## src/rtl/mult_div_unit.sv

```systemverilog
// Iterative 32x32 multiply / divide unit with HI/LO result registers.
// Each operation takes one bit per cycle: 32 CALC cycles, then one FINISH cycle.
module mult_div_unit (
    input  logic        i_clk,
    input  logic        i_rst,
    input  logic        i_start,
    input  logic [1:0]  i_op,
    input  logic [31:0] i_a,
    input  logic [31:0] i_b,
    input  logic        i_mthi,
    input  logic        i_mtlo,
    input  logic [31:0] i_wd,
    output logic        o_busy,
    output logic        o_done,
    output logic [31:0] o_hi,
    output logic [31:0] o_lo
);
    typedef enum logic [1:0] {IDLE, CALC, FINISH} state_t;

    state_t      state_q, state_d;
    logic [4:0]  cnt_q, cnt_d;
    logic [31:0] acc_hi_q, acc_hi_d;
    logic [31:0] acc_lo_q, acc_lo_d;
    logic [31:0] opb_q, opb_d;
    logic [31:0] hi_q, hi_d;
    logic [31:0] lo_q, lo_d;
    logic        is_div_q, is_div_d;
    logic        neg_lo_q, neg_lo_d;
    logic        neg_hi_q, neg_hi_d;
    logic        done_q, done_d;

    // Operand conditioning at the accept edge: signed ops work on magnitudes
    logic        op_signed, a_neg, b_neg, b_zero;
    logic [31:0] a_mag, b_mag;

    assign op_signed = ~i_op[0];
    assign a_neg     = op_signed & i_a[31];
    assign b_neg     = op_signed & i_b[31];
    assign b_zero    = (i_b == 32'd0);
    assign a_mag     = a_neg ? (32'd0 - i_a) : i_a;
    assign b_mag     = b_neg ? (32'd0 - i_b) : i_b;

    // Shift-add multiply step: acc_lo holds the remaining multiplier bits
    logic [32:0] mul_sum;
    assign mul_sum = {1'b0, acc_hi_q} + (acc_lo_q[0] ? {1'b0, opb_q} : 33'd0);

    // Restoring divide step: acc_hi is the partial remainder, acc_lo the dividend/quotient
    logic [32:0] div_shift;
    logic        div_ge;
    logic [31:0] div_sub;
    assign div_shift = {acc_hi_q, acc_lo_q[31]};
    assign div_ge    = (div_shift >= {1'b0, opb_q});
    assign div_sub   = div_shift[31:0] - opb_q;

    logic [63:0] prod_res;
    logic [31:0] quo_res, rem_res;
    assign prod_res = neg_lo_q ? (64'd0 - {acc_hi_q, acc_lo_q}) : {acc_hi_q, acc_lo_q};
    assign quo_res  = neg_lo_q ? (32'd0 - acc_lo_q) : acc_lo_q;
    assign rem_res  = neg_hi_q ? (32'd0 - acc_hi_q) : acc_hi_q;

    always_comb begin
        state_d  = state_q;
        cnt_d    = cnt_q;
        acc_hi_d = acc_hi_q;
        acc_lo_d = acc_lo_q;
        opb_d    = opb_q;
        hi_d     = hi_q;
        lo_d     = lo_q;
        is_div_d = is_div_q;
        neg_lo_d = neg_lo_q;
        neg_hi_d = neg_hi_q;
        done_d   = 1'b0;

        case (state_q)
            IDLE: begin
                if (i_start) begin
                    state_d  = CALC;
                    cnt_d    = 5'd0;
                    is_div_d = i_op[1];
                    opb_d    = b_mag;
                    acc_hi_d = 32'd0;
                    acc_lo_d = a_mag;
                    // A zero divisor leaves the quotient at all ones, so it is never negated
                    if (i_op[1]) begin
                        neg_lo_d = (a_neg ^ b_neg) & ~b_zero;
                        neg_hi_d = a_neg;
                    end else begin
                        neg_lo_d = a_neg ^ b_neg;
                        neg_hi_d = 1'b0;
                    end
                end else begin
                    if (i_mthi) hi_d = i_wd;
                    if (i_mtlo) lo_d = i_wd;
                end
            end
            CALC: begin
                if (is_div_q) begin
                    if (div_ge) begin
                        acc_hi_d = div_sub;
                        acc_lo_d = {acc_lo_q[30:0], 1'b1};
                    end else begin
                        acc_hi_d = div_shift[31:0];
                        acc_lo_d = {acc_lo_q[30:0], 1'b0};
                    end
                end else begin
                    {acc_hi_d, acc_lo_d} = {mul_sum, acc_lo_q[31:1]};
                end
                cnt_d = cnt_q + 5'd1;
                if (cnt_q == 5'd31) state_d = FINISH;
            end
            FINISH: begin
                state_d = IDLE;
                done_d  = 1'b1;
                if (is_div_q) begin
                    hi_d = rem_res;
                    lo_d = quo_res;
                end else begin
                    hi_d = prod_res[63:32];
                    lo_d = prod_res[31:0];
                end
            end
            default: state_d = IDLE;
        endcase
    end

    always_ff @(posedge i_clk) begin
        if (i_rst) begin
            state_q  <= IDLE;
            cnt_q    <= 5'd0;
            acc_hi_q <= 32'd0;
            acc_lo_q <= 32'd0;
            opb_q    <= 32'd0;
            hi_q     <= 32'd0;
            lo_q     <= 32'd0;
            is_div_q <= 1'b0;
            neg_lo_q <= 1'b0;
            neg_hi_q <= 1'b0;
            done_q   <= 1'b0;
        end else begin
            state_q  <= state_d;
            cnt_q    <= cnt_d;
            acc_hi_q <= acc_hi_d;
            acc_lo_q <= acc_lo_d;
            opb_q    <= opb_d;
            hi_q     <= hi_d;
            lo_q     <= lo_d;
            is_div_q <= is_div_d;
            neg_lo_q <= neg_lo_d;
            neg_hi_q <= neg_hi_d;
            done_q   <= done_d;
        end
    end

    assign o_busy = (state_q != IDLE);
    assign o_done = done_q;
    assign o_hi   = hi_q;
    assign o_lo   = lo_q;
endmodule

```

## config.mk

```make
export PLATFORM = sky130hd
export DESIGN_NAME = mult_div_unit
export DESIGN_NICKNAME = d
export VERILOG_FILES = /design/src/rtl/mult_div_unit.sv
export SDC_FILE = /design/constraint.sdc
export NUM_CORES = 1
export LEC_CHECK = 0
export BUFFER_PORTS_ARGS = -buffer_cell sky130_fd_sc_hd__buf_2
export CORE_MARGIN = 10
export CORE_UTILIZATION = 50
export DETAILED_ROUTE_END_ITERATION = 7
export GPL_TIMING_DRIVEN = 0
export PLACE_DENSITY_LB_ADDON = 0.15
export SYNTH_ARGS = -nofsm -noshare
export SYNTH_HDL_FRONTEND = slang
export SYNTH_SLANG_ARGS = --single-unit
```

## constraint.sdc

```tcl
create_clock -name i_clk -period 10.15 [get_ports i_clk]
set_input_delay 0 -clock i_clk [delete_from_list [all_inputs] [get_ports i_clk]]
set_output_delay 0 -clock i_clk [all_outputs]
set_load 0.01 [all_outputs]
```

* Word level (Yosys, flattened, before mapping) *
Index checks and enable logic that the tools add are counted.

storage, ports and cells
  flip-flop bits (word level) = 171
  bits of input ports = 103
  logic and storage cells = 74
  output and inout port bits = 66

cells by class
  bitwise logic cells = 6
  reductions and logical operators = 10
  add/sub/neg operators = 8
  multiplexer cells = 30
  order comparisons = 1
  equal/unequal tests = 8

operators with widths
  operator                                             number
  2-to-1 mux 32 bit                                    16
  one-hot mux 32 bit (2 select lines)                  4
  subtractor 1 x 32 -> 32 bit, first input constant    4
  2-to-1 mux 64 bit                                    1
  subtractor 1 x 64 -> 64 bit, first input constant    1
  adder 32 x 32 -> 33 bit                              1
  greater-or-equal comparator 33 x 32 -> 1 bit         1
  logical NOT 32 bit                                   1
  subtractor 32 bit                                    1
  != test 2 bit, second input constant                 5
  one-hot mux 5 bit (2 select lines)                   1
  AND reduction 2 bit                                  3
  AND reduction 3 bit                                  2
  nonzero test 2 bit                                   3
  adder 5 x 1 -> 5 bit, second input constant          1
  equality test 5 bit, second input constant           1
  2-to-1 mux 5 bit                                     1
  2-to-1 mux 1 bit                                     4
  2-to-1 mux 2 bit                                     2
  one-hot mux 2 bit (2 select lines)                   1
  bitwise AND 1 bit                                    3
  equality test 2 x 1 -> 1 bit, second input constant  1
  equality test 2 bit, second input constant           1
  logical NOT 2 bit                                    1
  2 further kinds                                      3

* Depth between registers and ports, before layout *
  depth after elaboration = 5
  gate-level depth with buffers = 14

* Worst setup path after synthesis *
OpenSTA, ideal clock, no wires.

  kind = register to register
  start point = reg acc_lo_q[0]
  end point = reg acc_hi_q[24]
  arrival time = 3.139 ns
  path slack = 6.910 ns
  clock period less this slack = 3.240 ns
  cell stages (with the launch flop) = 14
  path through = dfxtp_1 > inv_1 > clkbuf_1 > nor2_1 > ha_1 > a21oi_1 > o211ai_1 > and2_1 > a221oi_1 > o21ai_0 > a2bb2oi_1 > o21ba_2 > mux2_2 > o41ai_1

on the way
  word-level cells in the longest chain between the ends = 4

RTL lines
  element                              line  source
  from (decl)                          23    logic [31:0] acc_lo_q, acc_lo_d;
  from (signal assigned)               143   acc_lo_q <= acc_lo_d;
  2-to-1 mux 32 bit                    45    assign mul_sum = {1'b0, acc_hi_q} + (acc_lo_q[0] ? {1'b0, opb_q} : 33'd0);
  adder 32 x 32 -> 33 bit              45
  2-to-1 mux 32 bit                    97    if (is_div_q) begin
  one-hot mux 32 bit (2 select lines)  74    case (state_q)
  to (signal assigned)                 142   acc_hi_q <= acc_hi_d;
  to (decl)                            22    logic [31:0] acc_hi_q, acc_hi_d;

Every way passes these cells.
A chain may end at the register's enable or synchronous reset.

* Worst setup path in the final report *
  start point = reg acc_lo_q[0]
  end point = reg acc_hi_q[31]

The elaborated chain is that of the path after synthesis.

==> results.md <==
* Outcome: complete, no violations
* Setup Fix Bufs, Post-CTS at 0
* Vias in the first global route at 14700
* Core region area at 0.0279 sq mm
* Int Pwr at 1.30 mW
* Routability Congestion at 0.981
* Largest net degree at the start of global routing at 19
* Commonest non-fill, non-tap cell in the layout: nor2_1
* Async SR Flop Fraction at 0
* Synth unique cells at 74
* #FFs+latches synth at 171
* Mapped Avg Cell Area at 7.63 sq um
* Final TNS setup at 0 ns
* Total detailed-routing wirelength at 55.5 mm
* Via count at 15400
* Most frequent cells in the layout: nor2_1 (226), buf_2 (175), dfxtp_1 (171)
* Iter 0 DRT Violations at 1469
* Slew @ Worst Pin at 1.26 ns
* Peak VDD IR at 0.123 mV
* DRT Pass-1 Iters at 7
* Sequential Power Share at 0.362
* CTS tree: yes
* Sequential area share after synthesis at 0.241
* Logic gate share of total power at 0.312
* RSZ-0062 raised after global routing: false
* Clock slew at reported path FFs at 0.08 ns
* Clock insertion delay at the later pin of the skew report at 0.45 ns
* CP arrival at 5.10 ns
* Main synth FF type: dfxtp_1
* Residual DRC count at 0
* Htree depth at 4
* Critical path startpoint: acc_lo_q[0]
* DR WL/cell at 22.0 um
* LEAKAGE at 6.97 nW
* Post-CTS Hold Buffers at 82
* Clock share of power at 0.326
* Post-CTS resize count at 0
* Die area at 0.0355 sq mm
* Chip Width at 189 um
* Synth-to-Final Area Change at 19.1%
* Syn nets at 2035
* Synth warn at 0
* Tmin final at 4.82 ns
* Max Freq at 207 MHz
* Cell chosen for the clock root: clkbuf_16
* Worst setup EP type: flip-flop
* Critical path peak fanout at 10
* Global route overflow at 0
* Sw frac at 0.377
* Layout cells sized above 1 at 0.108
* Number of flops mapped to enable cells by yosys at 0
* Dpl hpwl at 43.1 mm
* CTS buffer count at 17
* Setup violators final at 0
* IO Pins at 169
* Diodes inserted at 0
* WP data required at 10.43 ns
* Critical path class: reg -> reg
* ANT nets after route at 0
* Std-Cell Rows at 61
* Post-Route Utilization at 0.606
* Pwr/cell area at 123 mW/mm^2
* Max cap viols at 0
* Number of port buffers at 167
* Worst slew margin at 0.157
* Net Sw Power at 0.787 mW
* Gr usage total at 0.298
* Clk buf depth at 2
* HP Start: i_op[0]
* Syn Inst Count at 1860
* Reg2Reg Launch Point: acc_lo_q[0]
* Max-slew violation count at 0
* Hold Path Class: in -> reg
* Initial Utilization at 0.508
* TritonCTS Sinks at 171
* Final nets at 2303
* Final hold vios at 0
* Global-route wire length before repair at 85.1 mm
* Antenna violations before repair at 0
* Synthesized area at 0.0142 sq mm
* Period utilization at 0.475
* Vias per inst at 6.10
* Overall die height at 189 um
* Worst Skew at 0.0204 ns
* Critical Path Start Type: flip-flop
per-layer routing:
layer  wire length (um)  global-route usage  part of all wire  up-vias
li1                   -                   -                 -     7363
met2              24400               0.461              0.44      716
met4               1020              0.0720             0.018        0
met3               4800              0.0657             0.087       68
met5                  0                   0                 0        -
met1              25200               0.412              0.45     7224
flip-flops by register name (all words and copies together), names as in the netlist:
name	flops
o_done	1
acc_lo_q	32
o_hi	32
neg_hi_q	1
state_q	2
is_div_q	1
cnt_q	5
acc_hi_q	32
o_lo	32
opb_q	32
neg_lo_q	1
cell usage after synthesis, types with 49 or more instances:
master,count,share of area
dfxtp_1,171,0.24
xnor2_1,103,0.064
nand2_1,127,0.034
inv_1,64,0.017
clkbuf_1,99,0.026
a21oi_1,126,0.044
xor2_1,59,0.036
o21ai_0,114,0.040
mux2i_1,108,0.076
nor2_1,226,0.060
ha_1,70,0.062
a211oi_1,128,0.068
nor3_1,49,0.017
area by class of cell:
| cell class | instances | area (sq um) |
|---|---|---|
| sequential | 171 | 3420 |
| clock buffer | 18 | 439 |
| buffer | 123 | 479 |
| tap | 378 | 473 |
| timing repair buffer | 249 | 1660 |
| fill | 2640 | 11000 |
| inverter | 64 | 240 |
| multi-input combinational | 1502 | 10100 |
| clock inverter | 14 | 144 |
power groups by stage:
stage               Combinational, mW  Clock (mW)  Sequential (mW)
floorplan                       0.415           0            0.761
global placement                0.603           0            0.767
detailed placement              0.606           0            0.769
CTS                             0.635       0.679            0.754
global route                    0.706       0.710            0.759
finish                          0.653       0.680            0.756
cells by family (layout without fill, tap and decap cells):
| logic type | count (synthesis) | count (layout) | share of synthesized area |
|---|---|---|---|
| compound gates | 569 | 569 | 0.265 |
| mux | 116 | 116 | 0.0825 |
| fa+ha+maj | 72 | 72 | 0.0645 |
| simple gates | 583 | 583 | 0.196 |
| xor+xnor | 162 | 162 | 0.0999 |
| flops | 171 | 171 | 0.241 |
| buf+inv | 187 | 468 | 0.0507 |
through the flow:
stage          cells  area (sq um)  hold slack [ns]  power, mW  setup WS, ns
4_1_cts         2519         16900          0.00879       2.07          5.45
3_5_place_dp    2405         15500            0.290       1.38          5.49
6_report        2519         16900           0.0278       2.09          5.33
3_3_place_gp    2405         15500            0.285       1.37          5.54
2_1_floorplan   1860         14200            0.136       1.18          6.91
5_1_grt         2519         16900           0.0397       2.17          5.09
critical path: stages (launching register included):
cell and delay [ns]:
dfxtp_1 0.45, inv_1 0.22, clkbuf_1 0.46, nor2_1 0.09
ha_1 0.36, a211o_1 0.35, a21oi_1 0.23, nand4_1 0.15
a21oi_1 0.49, a21oi_1 0.25, o41ai_1 0.81, o311ai_0 0.39
a21boi_0 0.33, a41oi_1 0.07
final timing paths:
| kind | slack (ns) | endpoint | cells past startpoint |
|---|---|---|---|
| setup / recovery | 5.33 | acc_hi_q[31] | 13 |
| hold / removal | 0.03 | neg_lo_q | 3 |
| setup reg to reg | 5.33 | acc_hi_q[31] | 13 |
| hold reg to reg | 0.47 | opb_q[17] | 2 |
Power figures use the tool's default switching activity.
